`src/rtl/player_bullet_ctrl.sv`:
```
// Player bullet: launches on fire edge, climbs per move tick,
// retires at the top edge or on hit, then cools down.
module player_bullet_ctrl #(
  parameter int unsigned MOVE_DIV  = 250000,
  parameter int unsigned SPEED     = 4,
  parameter int unsigned COOLDOWN  = 8,
  parameter int unsigned MUZZLE_DX = 20,
  parameter int unsigned B_H       = 10,
  parameter int unsigned X_MAX     = 639
) (
  input  logic       clk,
  input  logic       rst,
  input  logic       fire,
  input  logic [9:0] pl_x,
  input  logic [9:0] pl_y,
  input  logic       hit,
  output logic [9:0] b_x,
  output logic [9:0] b_y,
  output logic       mybullet_en,
  output logic       shot
);

  localparam int unsigned COOL_EFF =
    (COOLDOWN == 0) ? 1 : COOLDOWN;
  localparam int DIV_W =
    (MOVE_DIV > 1) ? $clog2(MOVE_DIV) : 1;
  localparam int CNT_W =
    (COOL_EFF > 1) ? $clog2(COOL_EFF) : 1;

  localparam logic [DIV_W-1:0] DIV_LAST =
    DIV_W'(MOVE_DIV - 1);
  localparam logic [CNT_W-1:0] COOL_LAST =
    CNT_W'(COOL_EFF - 1);
  localparam logic [9:0]  SPEED_V = 10'(SPEED);
  localparam logic [9:0]  B_H_V   = 10'(B_H);
  localparam logic [10:0] DX_V    = 11'(MUZZLE_DX);
  localparam logic [10:0] XMAX_11 = 11'(X_MAX);
  localparam logic [9:0]  XMAX_V  = 10'(X_MAX);

  typedef enum logic [1:0] {
    S_IDLE,
    S_FLY,
    S_COOL
  } state_t;

  state_t r_state;
  state_t w_state_nx;

  logic [DIV_W-1:0] r_div_cnt;
  logic [CNT_W-1:0] r_cool_cnt;
  logic [CNT_W-1:0] w_cool_nx;
  logic             r_fire_q;
  logic [9:0]       r_b_x;
  logic [9:0]       r_b_y;
  logic             r_en;
  logic             r_shot;

  logic [9:0]  w_b_x_nx;
  logic [9:0]  w_b_y_nx;
  logic        w_en_nx;
  logic        w_shot_nx;
  logic        w_tick;
  logic        w_fire_rise;
  logic [10:0] w_spawn_x11;
  logic [9:0]  w_spawn_x;
  logic [9:0]  w_spawn_y;

  assign w_tick      = (r_div_cnt == DIV_LAST);
  assign w_fire_rise = fire & ~r_fire_q;

  // Muzzle offset may overflow 10 bits; clamp at the right edge.
  assign w_spawn_x11 = {1'b0, pl_x} + DX_V;
  assign w_spawn_x   = (w_spawn_x11 > XMAX_11) ?
                       XMAX_V : w_spawn_x11[9:0];
  assign w_spawn_y   = (pl_y >= B_H_V) ?
                       (pl_y - B_H_V) : 10'd0;

  always_ff @(posedge clk) begin
    if (rst) begin
      r_div_cnt <= '0;
    end else if (w_tick) begin
      r_div_cnt <= '0;
    end else begin
      r_div_cnt <= r_div_cnt + DIV_W'(1);
    end
  end

  always_ff @(posedge clk) begin
    if (rst) begin
      r_state <= S_IDLE;
    end else begin
      r_state <= w_state_nx;
    end
  end

  always_comb begin
    w_state_nx = r_state;
    w_cool_nx  = r_cool_cnt;
    w_b_x_nx   = r_b_x;
    w_b_y_nx   = r_b_y;
    w_en_nx    = r_en;
    w_shot_nx  = 1'b0;
    unique case (r_state)
      S_IDLE: begin
        if (w_fire_rise) begin
          w_b_x_nx   = w_spawn_x;
          w_b_y_nx   = w_spawn_y;
          w_en_nx    = 1'b1;
          w_shot_nx  = 1'b1;
          w_state_nx = S_FLY;
        end
      end
      S_FLY: begin
        // A hit outranks a move on the same cycle.
        if (hit) begin
          w_en_nx    = 1'b0;
          w_cool_nx  = '0;
          w_state_nx = S_COOL;
        end else if (w_tick && (r_b_y < SPEED_V)) begin
          w_en_nx    = 1'b0;
          w_cool_nx  = '0;
          w_state_nx = S_COOL;
        end else if (w_tick) begin
          w_b_y_nx   = r_b_y - SPEED_V;
        end
      end
      S_COOL: begin
        if (w_tick) begin
          if (r_cool_cnt == COOL_LAST) begin
            w_state_nx = S_IDLE;
          end else begin
            w_cool_nx  = r_cool_cnt + CNT_W'(1);
          end
        end
      end
      default: begin
        w_en_nx    = 1'b0;
        w_state_nx = S_IDLE;
      end
    endcase
  end

  // Held button across reset must not count as a fresh press.
  always_ff @(posedge clk) begin
    if (rst) begin
      r_fire_q   <= 1'b1;
      r_cool_cnt <= '0;
      r_b_x      <= '0;
      r_b_y      <= '0;
      r_en       <= 1'b0;
      r_shot     <= 1'b0;
    end else begin
      r_fire_q   <= fire;
      r_cool_cnt <= w_cool_nx;
      r_b_x      <= w_b_x_nx;
      r_b_y      <= w_b_y_nx;
      r_en       <= w_en_nx;
      r_shot     <= w_shot_nx;
    end
  end

  assign b_x         = r_b_x;
  assign b_y         = r_b_y;
  assign mybullet_en = r_en;
  assign shot        = r_shot;

endmodule

```
`config.mk`:
```
export PLATFORM = sky130hd
export DESIGN_NAME = player_bullet_ctrl
export DESIGN_NICKNAME = d
export VERILOG_FILES = /design/src/rtl/player_bullet_ctrl.sv
export SDC_FILE = /design/constraint.sdc
export NUM_CORES = 1
export LEC_CHECK = 0
export CAP_MARGIN = 15
export CORE_MARGIN = 5
export CORE_UTILIZATION = 40
export CTS_BUF_LIST = sky130_fd_sc_hd__clkbuf_8
export DETAILED_ROUTE_END_ITERATION = 7
export MAX_ROUTING_LAYER = met4
export PLACE_DENSITY_LB_ADDON = 0.12
export SYNTH_ARGS = -nofsm -noshare
export SYNTH_HDL_FRONTEND = slang
export SYNTH_SLANG_ARGS = --single-unit
```
`constraint.sdc`:
```
create_clock -name clk -period 5 [get_ports clk]
set_clock_uncertainty 0.2 [all_clocks]
set_input_delay 1 -clock clk [delete_from_list [all_inputs] [get_ports clk]]
set_output_delay 1 -clock clk [all_outputs]
set_load 0.01 [all_outputs]
```
### Word level (Yosys, flattened, before mapping)

Index checks and enable logic that the tools add are counted.

| cells by class | value |
|---|---|
| add/subtract/negate cells | 5 |
| $lt $le $gt $ge | 3 |
| eq/ne operators | 12 |
| muxes and demuxes | 23 |
| bitwise operators | 4 |
| reductions and logical operators | 11 |

Operator list:

| kind | number |
|---|---|
| $mux 10 | 6 |
| $pmux 10 s2 | 1 |
| $add 18x1->18 const B | 1 |
| $eq 18x18->1 const B | 1 |
| $ne 2x2->1 const B | 7 |
| $mux 3 | 4 |
| $add 10x5->11 const B | 1 |
| $gt 11x10->1 const B | 1 |
| $ge 10x4->1 const B | 1 |
| $lt 10x3->1 const B | 1 |
| $mux 2 | 5 |
| $sub 10x3->10 const B | 1 |
| $sub 10x4->10 const B | 1 |
| $reduce_and 4->1 | 2 |
| $pmux 2 s3 | 1 |
| $pmux 3 s2 | 1 |
| $reduce_and 5->1 | 1 |
| $mux 1 | 4 |
| $reduce_bool 2->1 | 2 |
| $reduce_or 2->1 | 2 |
| $add 3x1->3 const B | 1 |
| $eq 3x3->1 const B | 1 |
| $ne 3x3->1 const B | 1 |
| $not 1->1 | 3 |
| other kinds (8) | 8 |

| storage, ports and cells | value |
|---|---|
| flip-flop bits (word level) | 46 |

### Logic depth before layout (Yosys ltp)

Gate-level depths: netlist (run 1).

| depth | value |
|---|---|
| depth after elaboration | 5 |
| depth in mapped cells | 7 |

### Worst setup path after synthesis (run 1)

OpenSTA, ideal clock, no wires.

| path | value |
|---|---|
| path kind | input-to-reg |
| from | input port pl_x[2] |
| to | register r_b_x[0], in the netlist b_x[0] |
| library setup time | 0.121 ns |
| data arrival time | 2.238 ns |
| path slack | 2.441 ns |
| stages on the path | 6 |
| buffers on the path | 0 |
| cell sequence | ha_1 o2111ai_1 mux2i_1 nand4_1 o21ai_2 a21oi_1 |

| on the way | value |
|---|---|
| longest elaborated chain between the ends | 3 |

RTL lines:

| what | line | RTL |
|---|---|---|
| from (decl) | 14 | `input logic [9:0] pl_x,` |
| $add 10x5->11 | 72 | `assign w_spawn_x11 = {1'b0, pl_x} + DX_V;` |
| $gt 11x10->1 | 73 | `assign w_spawn_x = (w_spawn_x11 > XMAX_11) ?` |
| $mux 10 | 73 |  |
| to (signal assigned) | 155 | `r_b_x <= w_b_x_nx;` |
| to (decl) | 53 | `logic [9:0] r_b_x;` |

Every way passes these cells.
A chain may end at the register's enable or synchronous reset.

### Worst setup path after layout (run 1)

| path | value |
|---|---|
| from | input port fire |
| to | register r_b_x[1], in the netlist b_x[1] |

| on the way | value |
|---|---|
| longest elaborated chain between the ends | 2 |

RTL lines:

| what | line | RTL |
|---|---|---|
| from (decl) | 13 | `input logic fire,` |
| $and 1x1->1 | 69 | `assign w_fire_rise = fire & ~r_fire_q;` |
| $reduce_and 2->1 (no source line) | -- |  |

Every way passes these cells.

==> results of run 1 <==
-- worst max path at each step --
| stage | start | endpoint | depth (start not counted) |
|---|---|---|---|
| global placement | pl_x[2] | b_x[2] | 7 |
| floorplan | pl_x[2] | b_x[0] | 6 |
| CTS | fire | b_x[1] | 5 |
| finish | fire | b_x[1] | 5 |
| global route | fire | b_x[0] | 5 |
| detailed placement | fire | b_x[0] | 5 |
-- layer usage --
metal  vias up  GRT usage (%)  share of wire, %
met1      1043           22.6                51
li1       1168              -                 -
met3         6           3.69               5.5
met4         0           5.14               1.2
met2        52           24.6                43
met5         -              -                 0
-- registers in the layout, indices dropped and copies added, names as in the netlist --
register,flops
shot,1
b_x,10
b_y,10
r_cool_cnt,3
r_div_cnt,18
mybullet_en,1
r_state,2
r_fire_q,1
-- layout make-up --
class | count | share of cell area, %
clock inverters | 3 | 0.687
multi-input cells | 229 | 48.3
well taps | 75 | 3.03
inverters | 12 | 1.45
repair buffers | 45 | 14.5
flip-flops and latches | 46 | 29.7
clock buffers | 5 | 2.22
-- where the power goes --
group	internal (µW)	total, µW	switching [µW]
registers	378	390	12.3
clock network	98.3	230	132
logic	63.4	127	63.7
total	539	747	208
-- layout by cell type, fill, tap and decap left out, types with 3 or more instances in the layout --
cell             count
nor2_1              35
o22ai_1              3
o21ai_0             15
nand2b_1             3
clkdlybuf4s50_1     45
clkbuf_8             5
dfxtp_1             46
nand2_1             19
and3_1               7
inv_1               12
o211ai_1             3
nand3_1             11
o31ai_1              6
xnor2_1             12
a21oi_1             25
xor2_1              13
nor4_1               4
nor3_1              11
nand4_1              8
nor2b_1              4
a2bb2oi_1            3
ha_1                 7
-- per-stage QoR --
stage / total power [µW] / area (µm²) / setup WS, ps / hold WS (ps)
floorplan: 467 / 2510 / 2440 / 226
global placement: 525 / 3010 / 1710 / 245
detailed placement: 524 / 3010 / 1620 / 254
CTS: 756 / 3100 / 1910 / 269
global route: 787 / 3100 / 1730 / 288
finish: 747 / 3100 / 1940 / 260
-- critical path, delay by kind of cell --
kind,cells,cell delay (ps)
AOI/OAI and AO/OA,2,410
buffers and inverters,1,490
and+or+nand+nor,2,1140
-- cell families after synthesis --
| family | Yosys count |
|---|---|
| XOR/XNOR | 25 |
| AND/OR/NAND/NOR | 120 |
| flip-flops | 46 |
| multiplexers | 2 |
| buffers and inverters | 22 |
| adder cells (fa/ha/maj) | 7 |
| AO/OA/AOI/OAI | 75 |
==> results.toml, run 1 <==
[yosys]
synth.avg_cell_area_um2 = 8.45
ys_seq_area_share_pct = 36.7
synth_edf_count = 0
synth-seq-cells = 46
syn_area_mm2 = 0.00251
synth-async-reset-ratio_pct = 0
synth_top_area_share_pct = 36.7
yosys-top-cells-count = "dfxtp_1, nor2_1, a21oi_1, nand2_1, o21ai_0"
synth_top_family_by_area = "simple AND/OR/NAND/NOR gates"
synth_xor_area_share_pct = 8.73
yosysTopAreaCell = "dfxtp_1"
yosys_warnings = 0
yosysUniqueCellTypes = 58
syn_nets = 328
yosysMostFrequentCell = "dfxtp_1"
synthAdderAreaFrac_pct = 3.49
muxShareOfSynthArea_pct = 0.848
syn_inst = 297
synth_compound_area_share_pct = 20.3
synthSimpleGateAreaFrac_pct = 26.2
synth.area.top_cells = "dfxtp_1, nor2_1, a21oi_1"
synth_flop_cell = "dfxtp_1"

[critical_path]
cp-end-kind = "flop"
r2r_start = "r_state[0]"
timing.reg2reg.setup_slack_ps = 2610
slowest_stage = "nor4b_4"
critPathRequiredTime_ps = 4990
reg2reg_depth = 5
worstReg2RegEnd = "b_y[9]"
worstPathArrival_ps = 3050
crit_type = "input port to flop"
path_cells = "clkdlybuf4s50_1 > nor4b_4 > nand4_1 > o21ai_2 > a21oi_1"
timing.critical_path.slowest_cell_delay_ps = 760
critical_path_peak_fanout = 18
cp-start-kind = "input port"

[routing]
num_vias = 2269
drtAntennaViolNets = 0
wirelength_um = 6020
drc = 0
first_pass_iters = 5
avgViaCountPerCell = 5.47
first_iter_violations = 90
wire_per_inst_um = 14.5

[global_route]
antenna_found_initial = 0
grt_pass1_wl_um = 10200
track_usage_pct = 16.6
grt_pass1_vias = 2165
grt_overflow_total = 0
grt_max_degree = 21

[finish]
area_growth_pct = 23.4
num-fill-cells = 599
finalNetCount = 370
layout-drive-gt1-share_pct = 6.76
register_area_um2 = 921
final_util_pct = 51.4
fin_cells = 415
antenna_cells = 0
multi_input_area_mm2 = 0.00150

[sta]
rsz0062_at_grt = "no"
finalCritPeriodShare_pct = 61.2
drv_slew = 0
setup_viol = 0
tightestPinTransition_ps = 918
finalHoldViolations = 0
slew_headroom_pct = 38.6
max_freq_mhz = 327
fin_setup_tns_ps = 0
fin_crit_ps = 3060

[clocking]
cts_root_buf = "clkbuf_8"
cts_hold_buf = 0
htreeDepth = 2
postCtsSetupRepairBufs = 0
cts_sinks = 46
clock_latency_ps = 300
cts_buffer_depth = 2
numCtsBuffers = 5
cts.repair.resized = 0
clk_pin_slew_ps = 90
cts_tree = "yes"

[power_and_ir_drop]
power_density_mw_per_mm2 = 241
irDropWorstVdd_mv = 0.120
leakage_uw = 0.00117

[job]
drv_cap = 0

[place]
place.gp.congestion = 0.835
place_hpwl_um = 4370
place_inst = 407
place.port_buffers = 45

[worst_hold_path]
hold_end = "b_y[0]"
hold_class = "flop to flop"
min_path_cells = 2
worstHoldStart = "b_y[0]"

[floorplan]
num_rows = 28
die_area_mm2 = 0.00796
fp.dieW_um = 89.2
core-area_mm2 = 0.00603
start_util_pct = 41.6
die_h_um = 89.2
pin_count = 46

[outcome]
status = "complete, no violations"
Power figures use the tool's default switching activity.
==> run 2, diff against run 1 <==
==> constraint.sdc (replaced) <==
create_clock -name clk -period 3 [get_ports clk]
set_clock_uncertainty 0.2 [all_clocks]
set_input_delay 0.6 -clock clk [delete_from_list [all_inputs] [get_ports clk]]
set_output_delay 0.6 -clock clk [all_outputs]
set_load 0.01 [all_outputs]
==> run 2 against run 1 <==
Sequential cell count stayed put. Via count is 0.53% higher. Total power is 67% higher. Sequential share of layout area is 0.32 points lower. Combinational power is 70% higher. Critical path depth is 2 higher. First-iteration DRC count is 17% higher. Largest cell class unchanged. Largest power group unchanged. Highest routed layer unchanged.
==> results.toml, run 2 (synthesis results as in run 1) <==
[place]
place_area_mm2 = 0.00304
dpl_worst_slack_ps = 88.6
place_inst = 412
place.port_buffers = 45
place.gp.congestion = 0.869
place_hpwl_um = 4510

[outcome]
status = "complete, no violations"

[critical_path]
critical_path_peak_fanout = 6
path_cells = "clkdlybuf4s50_1 > ha_1 > o2111ai_1 > mux2i_1 > nand4_1 > o21ai_2 > a21oi_1"
cp-end-kind = "flop"
timing.reg2reg.setup_slack_ps = 760
worstPathArrival_ps = 2590
crit_start = "pl_x[2]"
worstReg2RegEnd = "r_div_cnt[17]"
cp-start-kind = "input port"
reg2reg_depth = 7
slowest_stage = "clkdlybuf4s50_1"
r2r_start = "r_div_cnt[0]"
timing.critical_path.slowest_cell_delay_ps = 490
crit_type = "input port to flop"
critPathRequiredTime_ps = 2990

[floorplan]
core-area_mm2 = 0.00603
num_rows = 28
die_area_mm2 = 0.00796
die_h_um = 89.2
pin_count = 46
start_util_pct = 41.6
fp.dieW_um = 89.2

[clocking]
htreeDepth = 2
cts_sinks = 46
clk_pin_slew_ps = 90
postCtsSetupRepairBufs = 0
clock_latency_ps = 300
cts_root_buf = "clkbuf_8"
cts_tree = "yes"
cts.repair.resized = 0
numCtsBuffers = 5
cts_hold_buf = 0
cts_buffer_depth = 2

[power_and_ir_drop]
p_sw_share_pct = 28.0
intPower_uw = 899
p_switching_uw = 350
power_frac_seq_pct = 51.9
leakage_uw = 0.00119
irDropWorstVdd_mv = 0.216
p_comb_share_pct = 17.3
p_clk_share_pct = 30.8
power_density_mw_per_mm2 = 399

[global_route]
antenna_found_initial = 0
grt_pass1_wl_um = 10600
track_usage_pct = 17.1
grt_overflow_total = 0
grt_max_degree = 20
grt_pass1_vias = 2169

[finish]
final_cell_mix = "dfxtp_1, clkdlybuf4s50_1, nor2_1"
fin_cells = 420
largest_reg_flops = 18
finish.instance_area_mm2 = 0.00313
largest-register = "r_div_cnt"
finalNetCount = 375
layout-drive-gt1-share_pct = 7.83
final_util_pct = 52.0
area_growth_pct = 24.8
antenna_cells = 0
final_common_cell = "dfxtp_1"

[routing]
drtAntennaViolNets = 0
first_iter_violations = 105
num_vias = 2281
wirelength_um = 6150
wire_per_inst_um = 14.6
avgViaCountPerCell = 5.43
first_pass_iters = 4
drc = 0

[sta]
tightestPinTransition_ps = 550
drv_slew = 0
max_freq_mhz = 385
fin_crit_ps = 2590
setup_viol = 0
finalHoldViolations = 0
fin_setup_tns_ps = 0
fin_ws_ps = 405
slew_headroom_pct = 63.2
rsz0062_at_grt = "no"
finalCritPeriodShare_pct = 86.5

[worst_hold_path]
worstHoldStart = "b_y[0]"
hold_end = "b_y[0]"
hold_class = "flop to flop"
min_path_cells = 2

[job]
drv_cap = 0
## run 2: worst max-delay path: cells and delay by family
kind                     cells  cell delay [ps]
adder cells (fa/ha/maj)      1              270
AO/OA/AOI/OAI                3              780
AND/OR/NAND/NOR              1              210
multiplexers                 1              230
buffers and inverters        1              490
## run 2: through the flow
step	power, µW	hold slack, ps
2_1_floorplan	779	226
3_3_place_gp	877	246
3_5_place_dp	878	255
4_1_cts	1260	275
5_1_grt	1310	302
6_report	1250	268
## run 2: how the worst max path moves through the flow
| stage | to | slack, ps |
|---|---|---|
| global route | b_x[5] | 230 |
| global placement | b_x[2] | 160 |
| finish | b_x[0] | 410 |
| CTS | b_x[3] | 410 |
| detailed placement | b_x[1] | 90 |
| floorplan | b_x[0] | 840 |
## run 2: per-layer routing
metal | wire length (µm) | up-vias | GRT usage (%)
met3 | 297 | 6 | 3.23
met2 | 2650 | 53 | 25.9
met4 | 63 | 0 | 4.06
met1 | 3140 | 1048 | 23.6
met5 | 0 | - | -
li1 | - | 1174 | -
## run 2: layout make-up
cell class	instances	area (µm²)
clock buffer	5	68.8
clock inverter	3	17.5
fill	578	2900
inverter	12	45.0
multi-input combinational	229	1500
sequential	46	921
tap	75	93.8
timing repair buffer	50	488
## run 2: power groups by stage
stage | registers, µW | clock network (µW) | logic (µW)
CTS | 649 | 393 | 217
floorplan | 665 | 0 | 114
global placement | 663 | 0 | 214
finish | 649 | 385 | 216
detailed placement | 662 | 0 | 216
global route | 652 | 413 | 241
==> run 3, diff against run 2 <==
--- a/config.mk
+++ b/config.mk
@@ -9,6 +9,7 @@
 export CORE_MARGIN = 5
 export CORE_UTILIZATION = 40
 export CTS_BUF_LIST = sky130_fd_sc_hd__clkbuf_8
+export CTS_CLUSTER_DIAMETER = 30
 export DETAILED_ROUTE_END_ITERATION = 7
 export MAX_ROUTING_LAYER = met4
 export PLACE_DENSITY_LB_ADDON = 0.12
==> results of run 3 <==
Final layout, timing and power as in run 2 (identical DEF).
